===== src/rtl/mult_hilo_unit_pkg.sv =====
// rtl/mult_hilo_unit_pkg.sv - shared defaults and FSM encoding for the HI/LO multiplier
package mult_hilo_unit_pkg;

   localparam int MULT_WIDTH = 32;
   localparam int MULT_CNT_W = 6;

   typedef enum logic [1:0] {
      ST_IDLE = 2'd0,
      ST_RUN  = 2'd1,
      ST_FIN  = 2'd2
   } mult_state_e;

endpackage


===== src/rtl/mult_shift_add_core.sv =====
// rtl/mult_shift_add_core.sv - radix-2 shift-add datapath operating on unsigned magnitudes
module mult_shift_add_core
   import mult_hilo_unit_pkg::*;
#(
   parameter int WIDTH = MULT_WIDTH,
   parameter int CNT_W = MULT_CNT_W
) (
   input  logic               clk,
   input  logic               rst,
   input  logic               load,
   input  logic               step,
   input  logic [WIDTH-1:0]   mcand,
   input  logic [WIDTH-1:0]   mplier,
   output logic [2*WIDTH-1:0] product,
   output logic               last
);

   logic [WIDTH-1:0] mcand_q;
   logic [WIDTH-1:0] acc_q;
   logic [WIDTH-1:0] mplier_q;
   logic [CNT_W-1:0] cnt_q;
   logic [WIDTH:0]   addend;
   logic [WIDTH:0]   sum;

   // The carry out of the add becomes the new accumulator MSB after the shift.
   always_comb begin
      addend = mplier_q[0] ? {1'b0, mcand_q} : '0;
      sum    = {1'b0, acc_q} + addend;
   end

   always_ff @(posedge clk or posedge rst) begin
      if (rst) begin
         mcand_q  <= '0;
         acc_q    <= '0;
         mplier_q <= '0;
         cnt_q    <= '0;
      end else if (load) begin
         mcand_q  <= mcand;
         acc_q    <= '0;
         mplier_q <= mplier;
         cnt_q    <= '0;
      end else if (step) begin
         acc_q    <= sum[WIDTH:1];
         mplier_q <= {sum[0], mplier_q[WIDTH-1:1]};
         cnt_q    <= cnt_q + CNT_W'(1);
      end
   end

   assign product = {acc_q, mplier_q};
   assign last    = (cnt_q == CNT_W'(WIDTH - 1));

endmodule


===== src/rtl/mult_hilo_unit.sv =====
// rtl/mult_hilo_unit.sv - multi-cycle MULT/MULTU unit holding the product in HI/LO
module mult_hilo_unit
   import mult_hilo_unit_pkg::*;
#(
   parameter int WIDTH = MULT_WIDTH,
   parameter int CNT_W = MULT_CNT_W
) (
   input  logic             clk,
   input  logic             rst,
   input  logic             start_mult,
   input  logic             mult_sign,
   input  logic [WIDTH-1:0] rs_data,
   input  logic [WIDTH-1:0] rt_data,
   output logic [WIDTH-1:0] hi,
   output logic [WIDTH-1:0] lo,
   output logic             busy,
   output logic             done
);

   mult_state_e        state_q;
   logic               neg_q;
   logic [WIDTH-1:0]   hi_q;
   logic [WIDTH-1:0]   lo_q;
   logic               done_q;
   logic [WIDTH-1:0]   hi_d;
   logic [WIDTH-1:0]   lo_d;
   logic               load;
   logic               step;
   logic [WIDTH-1:0]   mcand_abs;
   logic [WIDTH-1:0]   mplier_abs;
   logic [2*WIDTH-1:0] core_product;
   logic               core_last;
   logic [2*WIDTH-1:0] signed_product;

   // The most-negative operand negates to itself, which is its correct unsigned magnitude.
   always_comb begin
      load           = (state_q == ST_IDLE) && start_mult;
      step           = (state_q == ST_RUN);
      mcand_abs      = (mult_sign && rs_data[WIDTH-1]) ? -rs_data : rs_data;
      mplier_abs     = (mult_sign && rt_data[WIDTH-1]) ? -rt_data : rt_data;
      signed_product = neg_q ? -core_product : core_product;
      hi_d           = signed_product[2*WIDTH-1:WIDTH];
      lo_d           = signed_product[WIDTH-1:0];
   end

   mult_shift_add_core #(
      .WIDTH (WIDTH),
      .CNT_W (CNT_W)
   ) u_core (
      .clk     (clk),
      .rst     (rst),
      .load    (load),
      .step    (step),
      .mcand   (mcand_abs),
      .mplier  (mplier_abs),
      .product (core_product),
      .last    (core_last)
   );

   always_ff @(posedge clk or posedge rst) begin
      if (rst) begin
         state_q <= ST_IDLE;
         neg_q   <= 1'b0;
         hi_q    <= '0;
         lo_q    <= '0;
         done_q  <= 1'b0;
      end else begin
         done_q <= 1'b0;
         case (state_q)
            ST_IDLE: begin
               if (start_mult) begin
                  neg_q   <= mult_sign & (rs_data[WIDTH-1] ^ rt_data[WIDTH-1]);
                  state_q <= ST_RUN;
               end
            end
            ST_RUN: begin
               if (core_last) state_q <= ST_FIN;
            end
            ST_FIN: begin
               hi_q    <= hi_d;
               lo_q    <= lo_d;
               done_q  <= 1'b1;
               state_q <= ST_IDLE;
            end
            default: state_q <= ST_IDLE;
         endcase
      end
   end

   assign hi   = hi_q;
   assign lo   = lo_q;
   assign done = done_q;
   assign busy = (state_q != ST_IDLE);

endmodule


===== config.mk =====
export PLATFORM = sky130hd
export DESIGN_NAME = mult_hilo_unit
export DESIGN_NICKNAME = d
export VERILOG_FILES = /design/src/rtl/mult_hilo_unit_pkg.sv /design/src/rtl/mult_shift_add_core.sv /design/src/rtl/mult_hilo_unit.sv
export SDC_FILE = /design/constraint.sdc
export NUM_CORES = 1
export LEC_CHECK = 0
export BUFFER_PORTS_ARGS = -buffer_cell sky130_fd_sc_hd__buf_2
export CAP_MARGIN = 0
export CORE_MARGIN = 4
export CORE_UTILIZATION = 30
export DETAILED_ROUTE_END_ITERATION = 10
export PLACE_DENSITY = 0.51
export SLEW_MARGIN = 0
export SYNTH_ARGS = -nofsm -noshare
export SYNTH_HDL_FRONTEND = slang
export SYNTH_SLANG_ARGS = --single-unit

===== constraint.sdc =====
create_clock -name clk -period 6.9 [get_ports clk]
set_clock_uncertainty 0.2 [all_clocks]
set_input_delay 0.69 -clock clk [delete_from_list [all_inputs] [get_ports clk]]
set_output_delay 0.69 -clock clk [all_outputs]
set_load 0.05 [all_outputs]

==> out/metrics.csv, run 1 <==
metric;value;unit
status;finished clean;
cts_hold_buffers;0;
postCtsSetupBuffers;0;
grt_setup_unrepaired;false;
syn_area;10700;um^2
endpoint_kind;flip-flop;
drc;0;
yosysWarnings;0;
cts.sinks;170;
crit_family;compound AO/OA/AOI/OAI gates;
start_util;30.3;%
crit_arrival;4260;ps
wire_per_inst;16.1;um
critPathMaxStageDelay;940;ps
setup-tns-final;0;ps
hold_class;input pin to async pin;
cts_resized;0;
cts_made_buffers;17;
overflow;0;
relSlewSlack;29.8;%
yosys.area.top_type;dfrtp_1;
r2r_slack;2730;ps
via_per_inst;4.95;
grt_start_max_net_pins;108;
hpwl;22700;um
antenna_found_initial;2;
clk_latency;430;ps
max-cap-violations;0;
r2r_end;u_core.acc_q[28];
firstDrtPassIters;5;
irDropWorstVdd;0.147;mV
grt_pass1_vias;8918;
fp.dieW;197;um
setup_viol;0;
wirelength;29800;um
first_iter_violations;582;
htreeDepth;4;
fp.dieH;197;um
io_buffers;133;
syn2layout_area_growth;15.7;%
tightest_slew;1050;ps
synth_area_leaders;dfrtp_1, o21ai_0, xor2_1;
fp.coreArea;35500;um^2
synth_top_flop_cell;dfrtp_1;
required;6990;ps
holdWs;89.3;ps
via_count;9145;
worstRegToRegCells;10;
syn_area_per_cell;8.40;um^2
grtUsageTotal;15.4;%
path_cells;and2_1 -> ha_1 -> and3_1 -> a211o_1 -> o2111ai_1 -> a21oi_1 -> o41ai_1 -> mux2i_1 -> xnor2_1 -> o21ai_0;
ant_nets;0;
fin_crit;4170;ps
nFillCells;3736;
post-route-util;35.1;%
post_dp_cell_area;11800;um^2
final_hold_viol_count;0;
p_leak;5.37;nW
startpoint_type;flip-flop;
cts_tree;yes;
cts_buffer_depth;2;
cpMaxStageDelayCell;dfrtp_1;
postSynthRegisterBits;170;
grt_pass1_wl;48900;um
async_flop_share;100;%
synth_nets;1385;
drive_gt1_share;13.8;%
multi_input_area;6170;um^2
p_per_area;361;nW/um^2
period_share;60.5;%
die-area;38900;um^2
path_buf_inv;0;
fin_nets;1477;
syn_inst;1280;
routabilityCongestion;0.843;
cts_root_buf;clkbuf_16;
timing.final.ws_setup;2730;ps
place_ws;2690;ps
worstReg2RegStart;u_core.mplier_q[0];
synthDistinctLibCells;55;
pin_count;134;
maxSlewViolCount;0;
synth_top_cell_area_share;39.6;%
cp_max_fo;36;
max_freq;240;MHz
crit_type;flip-flop to flip-flop;
synth_edf_count;0;
clk_pin_slew_worst_paths;70;ps
placementRows;69;
ys_seq_area_share;39.6;%
regArea;4250;um^2
post-route-cell-area;12400;um^2
[worst reg2reg max path, delay by kind of cell, from the launching register on]
family                   cells  cell delay (ps)
multiplexers                 1              290
XOR/XNOR                     1              130
adder cells (fa/ha/maj)      1              280
flip-flops                   1              940
AO/OA/AOI/OAI                5             1730
AND/OR/NAND/NOR              2              460
[cells in the mapped netlist, types with 3 or more instances]
master	instances
a211oi_1	5
a21o_1	14
a21oi_1	54
a31oi_1	24
and2_1	37
and3_1	13
buf_1	4
clkbuf_1	63
dfrtp_1	170
ha_1	36
inv_1	23
nand2_1	219
nand2b_1	12
nand3_1	44
nand3b_1	5
nand4_1	12
nor2_1	61
nor2b_1	10
nor3_1	17
nor4_1	9
nor4_2	3
o211ai_1	5
o21a_1	4
o21ai_0	184
o21bai_1	4
o31ai_1	32
o41ai_1	18
or2_2	3
or3_1	7
or4_1	12
xnor2_1	44
xor2_1	103
[placed cells by master (no fill, tap or decap), types with 36 or more instances in the layout]
master   instances
a21oi_1         54
and2_1          37
buf_2          133
dfrtp_1        170
ha_1            36
nand2_1        218
nand3_1         44
nor2_1          61
o21ai_0        184
xnor2_1         44
xor2_1         103
[worst max-delay path by stage]
stage                             to  slack, ps               start  depth (start not counted)
floorplan                       done       1410                 rst                          1
global placement    u_core.acc_q[28]       2810  u_core.mplier_q[0]                         11
detailed placement  u_core.acc_q[26]       2690  u_core.mplier_q[0]                         10
CTS                 u_core.acc_q[28]       2680  u_core.mplier_q[0]                         10
global route        u_core.acc_q[28]       2210  u_core.mplier_q[0]                         11
finish              u_core.acc_q[28]       2730  u_core.mplier_q[0]                         10
[metal layers]
metal | GRT usage [%] | part of all wire (%) | vias to the layer above | wire length, um
met2 | 22.0 | 41 | 168 | 12300
li1 | - | - | 4700 | -
met4 | 4.29 | 1.9 | 0 | 556
met1 | 23.9 | 53 | 4255 | 15800
met3 | 2.63 | 3.9 | 22 | 1180
met5 | 0 | 0 | - | 0
[layout make-up]
class	instances	area share, %
tap	461	4.64
clock inverter	9	1.12
sequential	170	34.2
antenna	2	0.0402
clock buffer	23	3.84
timing repair buffer	140	5.77
multi-input combinational	1020	49.6
inverter	23	0.734
[stage by stage]
stage | cells | total power (W)
6_report | 1848 | 0.00449
4_1_cts | 1846 | 0.00453
2_1_floorplan | 1280 | 0.00295
3_3_place_gp | 1814 | 0.00348
3_5_place_dp | 1814 | 0.00350
5_1_grt | 1848 | 0.00490
[flip-flops by register name, summed over array words and instances (netlist names)]
| register | flops |
|---|---|
| hi | 32 |
| lo | 32 |
| u_core.acc_q | 32 |
| u_core.mcand_q | 32 |
| u_core.mplier_q | 32 |
| u_core.cnt_q | 6 |
| state_q | 2 |
| done | 1 |
| neg_q | 1 |
[power breakdown]
group          switching, W  leakage [nW]  internal, W
Clock              0.000407         0.290     0.000601
Combinational       0.00103          3.05     0.000760
Sequential         0.000430          2.03      0.00127
Total               0.00186          5.37      0.00263
[cell families (layout without fill, tap and decap cells)]
| family | Yosys count | after routing | share of synthesized area [%] |
|---|---|---|---|
| XOR/XNOR | 147 | 147 | 12.0 |
| flip-flops | 170 | 170 | 39.6 |
| buffers and inverters | 90 | 195 | 3.14 |
| AO/OA/AOI/OAI | 361 | 361 | 19.8 |
| multiplexers | 2 | 2 | 0.186 |
| adder cells (fa/ha/maj) | 37 | 37 | 4.38 |
| AND/OR/NAND/NOR | 473 | 473 | 20.9 |
| other | 0 | 2 | 0 |
Power figures use the tool's default switching activity.
==> inputs of run 2 (changes only) <==
==> constraint.sdc (replaced) <==
create_clock -name clk -period 3.97 [get_ports clk]
set_clock_uncertainty 0.2 [all_clocks]
set_input_delay 0.397 -clock clk [delete_from_list [all_inputs] [get_ports clk]]
set_output_delay 0.397 -clock clk [all_outputs]
set_load 0.05 [all_outputs]
==> out/metrics.csv, run 2 (synthesis gave the netlist of run 1 again) <==
metric;value;unit
cts.sinks;170;
crit_type;flip-flop to flip-flop;
period_share;87.0;%
syn2layout_area_growth;16.4;%
pin_count;134;
clk_pin_slew_worst_paths;70;ps
p_per_area;630;nW/um^2
io_buffers;133;
max-cap-violations;0;
cp_max_fo;9;
endpoint_kind;flip-flop;
start_util;30.3;%
cts_buffer_depth;2;
tightest_slew;1000;ps
status;finished clean;
relSlewSlack;33.2;%
grt_pass1_wl;48500;um
grt_start_max_net_pins;167;
crit_family;compound AO/OA/AOI/OAI gates;
cts_made_buffers;17;
setup-tns-final;0;ps
fp.coreArea;35500;um^2
cts_hold_buffers;1;
fp.dieH;197;um
via_count;9154;
fin_nets;1485;
setup.worst_path.start;u_core.mplier_q[0];
final_common_cell;nand2_1;
placementRows;69;
p_leak;5.42;nW
startpoint_type;flip-flop;
antenna_cells;0;
cts_root_buf;clkbuf_16;
via_per_inst;4.94;
max_freq;289;MHz
hold_start;rs_data[1];
first_iter_violations;609;
fp.dieW;197;um
critPathMaxStageDelay;520;ps
worstReg2RegStart;u_core.mplier_q[0];
drc;0;
die-area;38900;um^2
hpwl;22800;um
holdWs;63.4;ps
fin_crit;3460;ps
overflow;0;
path_buf_inv;1;
htreeDepth;4;
setup_viol;0;
grt_setup_unrepaired;false;
wire_per_inst;16.2;um
routabilityCongestion;0.867;
mostFrequentLayoutCells;nand2_1, o21ai_0, dfrtp_1;
crit_arrival;3540;ps
hold_class;input pin to flip-flop;
final_hold_viol_count;0;
maxSlewViolCount;0;
post-route-util;35.2;%
irDropWorstVdd;0.246;mV
postCtsSetupBuffers;0;
grt_pass1_vias;8817;
cts_resized;0;
nFillCells;3758;
path_cells;and2_1 -> ha_1 -> and3_1 -> a211o_1 -> o2111ai_1 -> a21oi_1 -> o41ai_1 -> buf_4 -> mux2i_1 -> xnor2_1 -> o21ai_0;
antenna_found_initial;0;
multi_input_area;6170;um^2
regArea;4250;um^2
r2r_slack;510;ps
firstDrtPassIters;5;
wirelength;30000;um
drive_gt1_share;14.2;%
cts_tree;yes;
cpMaxStageDelayCell;dfrtp_1;
clk_latency;430;ps
ant_nets;0;
required;4060;ps
grtUsageTotal;15.4;%
[run 2: cell count changes in the layout (fill, tap and decap cells not counted), sizes merged]
cell         before  now
bufinv            3    4
clkinvlp          3    2
clkbuf           23   22
buf             140  147
dlygate4sd3       0    1
diode             2    0
inv              23   22
[run 2: stage by stage]
stage	instances	power, W	cell area [um^2]	worst slack [ps]
2_1_floorplan	1280	0.00512	10800	640
3_3_place_gp	1821	0.00610	11900	537
3_5_place_dp	1821	0.00614	11900	471
4_1_cts	1852	0.00796	12500	442
5_1_grt	1852	0.00856	12500	102
6_report	1852	0.00788	12500	515
[run 2: final timing paths]
kind                                  endpoint  cells after the start
max                           u_core.acc_q[28]                     11
max reg2reg                   u_core.acc_q[28]                     11
min                          u_core.mcand_q[1]                      3
max in group asynchronous  u_core.mplier_q[25]                      4
min in group asynchronous                hi[4]                      3
min reg2reg                             hi[15]                      2
[run 2: worst reg2reg max path, delay by kind of cell (launching register included)]
| family | cells | cell delay (ps) |
|---|---|---|
| compound gates | 5 | 1330 |
| xor+xnor | 1 | 130 |
| mux | 1 | 200 |
| fa+ha+maj | 1 | 330 |
| simple gates | 2 | 420 |
| buf+inv | 1 | 190 |
| flops | 1 | 520 |
[run 2: power by group]
part	total, W	internal, W	switching (W)
clock	0.00178	0.00109	0.000687
combinational	0.00315	0.00135	0.00180
sequential	0.00295	0.00221	0.000741
total	0.00788	0.00465	0.00323
[run 2: area by class of cell]
cell class / instances / share of cell area [%]
flip-flops and latches: 170 / 34.0
multi-input cells: 1020 / 49.4
repair buffers: 148 / 6.34
inverters: 23 / 0.720
clock inverters: 8 / 1.14
clock buffers: 22 / 3.79
well taps: 461 / 4.61
[run 2: metal layers]
metal	vias up	wire length, um	track usage [%]
met2	193	12300	21.8
li1	4725	-	-
met3	24	1350	2.46
met5	-	0	0
met4	0	601	4.67
met1	4212	15700	24.0
==> inputs of run 3 (changes only) <==
--- a/config.mk
+++ b/config.mk
@@ -5,12 +5,15 @@
 export SDC_FILE = /design/constraint.sdc
 export NUM_CORES = 1
 export LEC_CHECK = 0
+export ABC_AREA = 1
 export BUFFER_PORTS_ARGS = -buffer_cell sky130_fd_sc_hd__buf_2
 export CAP_MARGIN = 0
+export CELL_PAD_IN_SITES_DETAIL_PLACEMENT = 0
+export CELL_PAD_IN_SITES_GLOBAL_PLACEMENT = 2
 export CORE_MARGIN = 4
 export CORE_UTILIZATION = 30
 export DETAILED_ROUTE_END_ITERATION = 10
-export PLACE_DENSITY = 0.51
+export PLACE_DENSITY = 0.8
 export SLEW_MARGIN = 0
 export SYNTH_ARGS = -nofsm -noshare
 export SYNTH_HDL_FRONTEND = slang
==> out/metrics.csv, run 3 <==
metric;value;unit
fp.coreArea;43300;um^2
ant_nets;0;
setup_viol;0;
die-area;47300;um^2
fp.dieW;218;um
routabilityCongestion;0.880;
mostFrequentLayoutCells;nand2_1, inv_1, nor2_1;
synth_nets;2211;
crit_type;flip-flop to flip-flop;
grtUsageTotal;19.2;%
cts_resized;0;
grt_start_max_net_pins;121;
critPathMaxStageDelay;350;ps
syn_area_per_cell;6.26;um^2
ys_seq_area_share;32.3;%
cts.sinks;170;
fin_crit;2690;ps
htreeDepth;4;
antenna_found_initial;0;
cp_max_fo;34;
r2r_end;u_core.acc_q[15];
syn2layout_area_growth;13.6;%
met1_usage;30.1;%
synth_common_cells;nand2_1, inv_1, nor2_1;
syn_inst;2106;
required;4090;ps
crit_top_cell;nand2_1;
synthSimpleGateAreaFrac;40.8;%
grt_setup_unrepaired;false;
crit_end;u_core.acc_q[15];
yosysWarnings;0;
wirelength;45200;um
period_share;67.7;%
global_route.usage.met3;2.52;%
postSynthRegisterBits;170;
hold_class;input pin to flip-flop;
place_inst;2776;
p_per_area;804;nW/um^2
synth_most_common_cell;nand2_1;
relSlewSlack;27.0;%
cpMaxStageDelayCell;fa_1;
via_count;13100;
overflow;0;
r2r_slack;1280;ps
p_leak;7.95;nW
pin_count;134;
cts_made_buffers;17;
synth_fa_ha_area_share;3.57;%
drc;0;
firstDrtPassIters;5;
final_common_cell;nand2_1;
tightest_slew;1090;ps
async_flop_share;100;%
worstRegToRegCells;16;
max_freq;372;MHz
synth.mux.area_fraction;0.0854;%
hpwl;35900;um
endpoint_kind;flip-flop;
fp.dieH;218;um
nFillCells;4894;
cts_tree;yes;
startpoint_type;flip-flop;
maxSlewViolCount;0;
final_hold_viol_count;0;
yosys.area.top_type;dfrtp_1;
drive_gt1_share;10.7;%
crit_arrival;2800;ps
fin_nets;2316;
path_cells;buf_4 -> nand2_1 -> inv_1 -> ha_1 -> inv_1 -> fa_1 -> inv_1 -> nand3_1 -> nand3_1 -> nand2_1 -> nand2_1 -> nand2_1 -> nand2_1 -> nand2_1 -> nand2_1 -> o22ai_1;
wire_per_inst;16.1;um
grt_busiest_layer;met1;
grt_pass1_wl;71600;um
first_iter_violations;1125;
cts_root_buf;clkbuf_16;
synth_top_family_by_area;simple AND/OR/NAND/NOR gates;
placementRows;76;
synth_area_leaders;dfrtp_1, nand2_1, inv_1;
synth_compound_area_share;9.95;%
via_per_inst;4.66;
io_buffers;133;
clk_pin_slew_worst_paths;80;ps
grtUsageMet2;28.1;%
worstReg2RegStart;u_core.mplier_q[0];
cts_hold_buffers;1;
synth_top_flop_cell;dfrtp_1;
setup-tns-final;0;ps
synthDistinctLibCells;48;
start_util;30.5;%
fin_cells;2808;
antenna_cells;0;
synth_top_cell_area_share;32.3;%
syn_area;13200;um^2
grt_pass1_vias;12400;
status;finished clean;
clk_latency;460;ps
cts_buffer_depth;2;
irDropWorstVdd;0.319;mV
max-cap-violations;0;
postCtsSetupBuffers;0;
setup.worst_path.start;u_core.mplier_q[0];
synth_edf_count;0;
synthXorXnorAreaFrac;3.39;%
hold_depth;4;
holdWs;35.8;ps
run 3: cell families after synthesis:
logic type | count (synthesis)
fa+ha+maj | 37
simple gates | 1278
flops | 170
xor+xnor | 51
mux | 1
compound gates | 236
buf+inv | 333
run 3: stage by stage:
step	area [um^2]	power [W]	utilization, %	setup slack [ps]
2_1_floorplan	13200	0.00824	-	1200
3_3_place_gp	14400	0.0103	33.3	1280
3_5_place_dp	14400	0.0104	33.3	1250
4_1_cts	15000	0.0121	34.6	1250
5_1_grt	15000	0.0132	34.6	982
6_report	15000	0.0120	34.6	1280
run 3: final cells by class:
class                           instances  area (um^2)  area share [%]
Timing Repair Buffer                  145          771            5.15
Multi-Input combinational cell       1603         7630            50.9
Sequential cell                       170         4260            28.4
Clock buffer                           20          447            2.98
Inverter                              274         1030            6.90
Clock inverter                         11          110           0.735
Tap cell                              585          732            4.89
run 3: how the worst min path moves through the flow:
stage | start | endpoint | slack [ps]
final | rs_data[26] | u_core.mcand_q[26] | 40
after global routing | rs_data[18] | u_core.mcand_q[18] | 30
after CTS | rs_data[18] | u_core.mcand_q[18] | 10
after detailed placement | hi[6] | hi[6] | 260
after global placement | lo[3] | lo[3] | 260
after floorplan | u_core.cnt_q[5] | state_q[1] | 240
run 3: power by group:
group	leakage, nW	switching [W]	internal, W	total (W)
clock network	0.264	0.000771	0.000886	0.00166
registers	2.06	0.000934	0.00247	0.00340
logic	5.63	0.00484	0.00214	0.00698
total	7.95	0.00654	0.00550	0.0120
run 3: critical path: cells and delay by family (launching register included):
family | cells | cell delay (ps)
DFF | 1 | 320
adders and majority gates | 2 | 550
and+or+nand+nor | 9 | 810
buffers and inverters | 4 | 600
AOI/OAI and AO/OA | 1 | 60
run 3: routing by layer:
metal,part of all wire (%),wire (um)
met2,42,18700
met5,0,0
met4,1.1,483
met1,53,23900
met3,4.4,2000
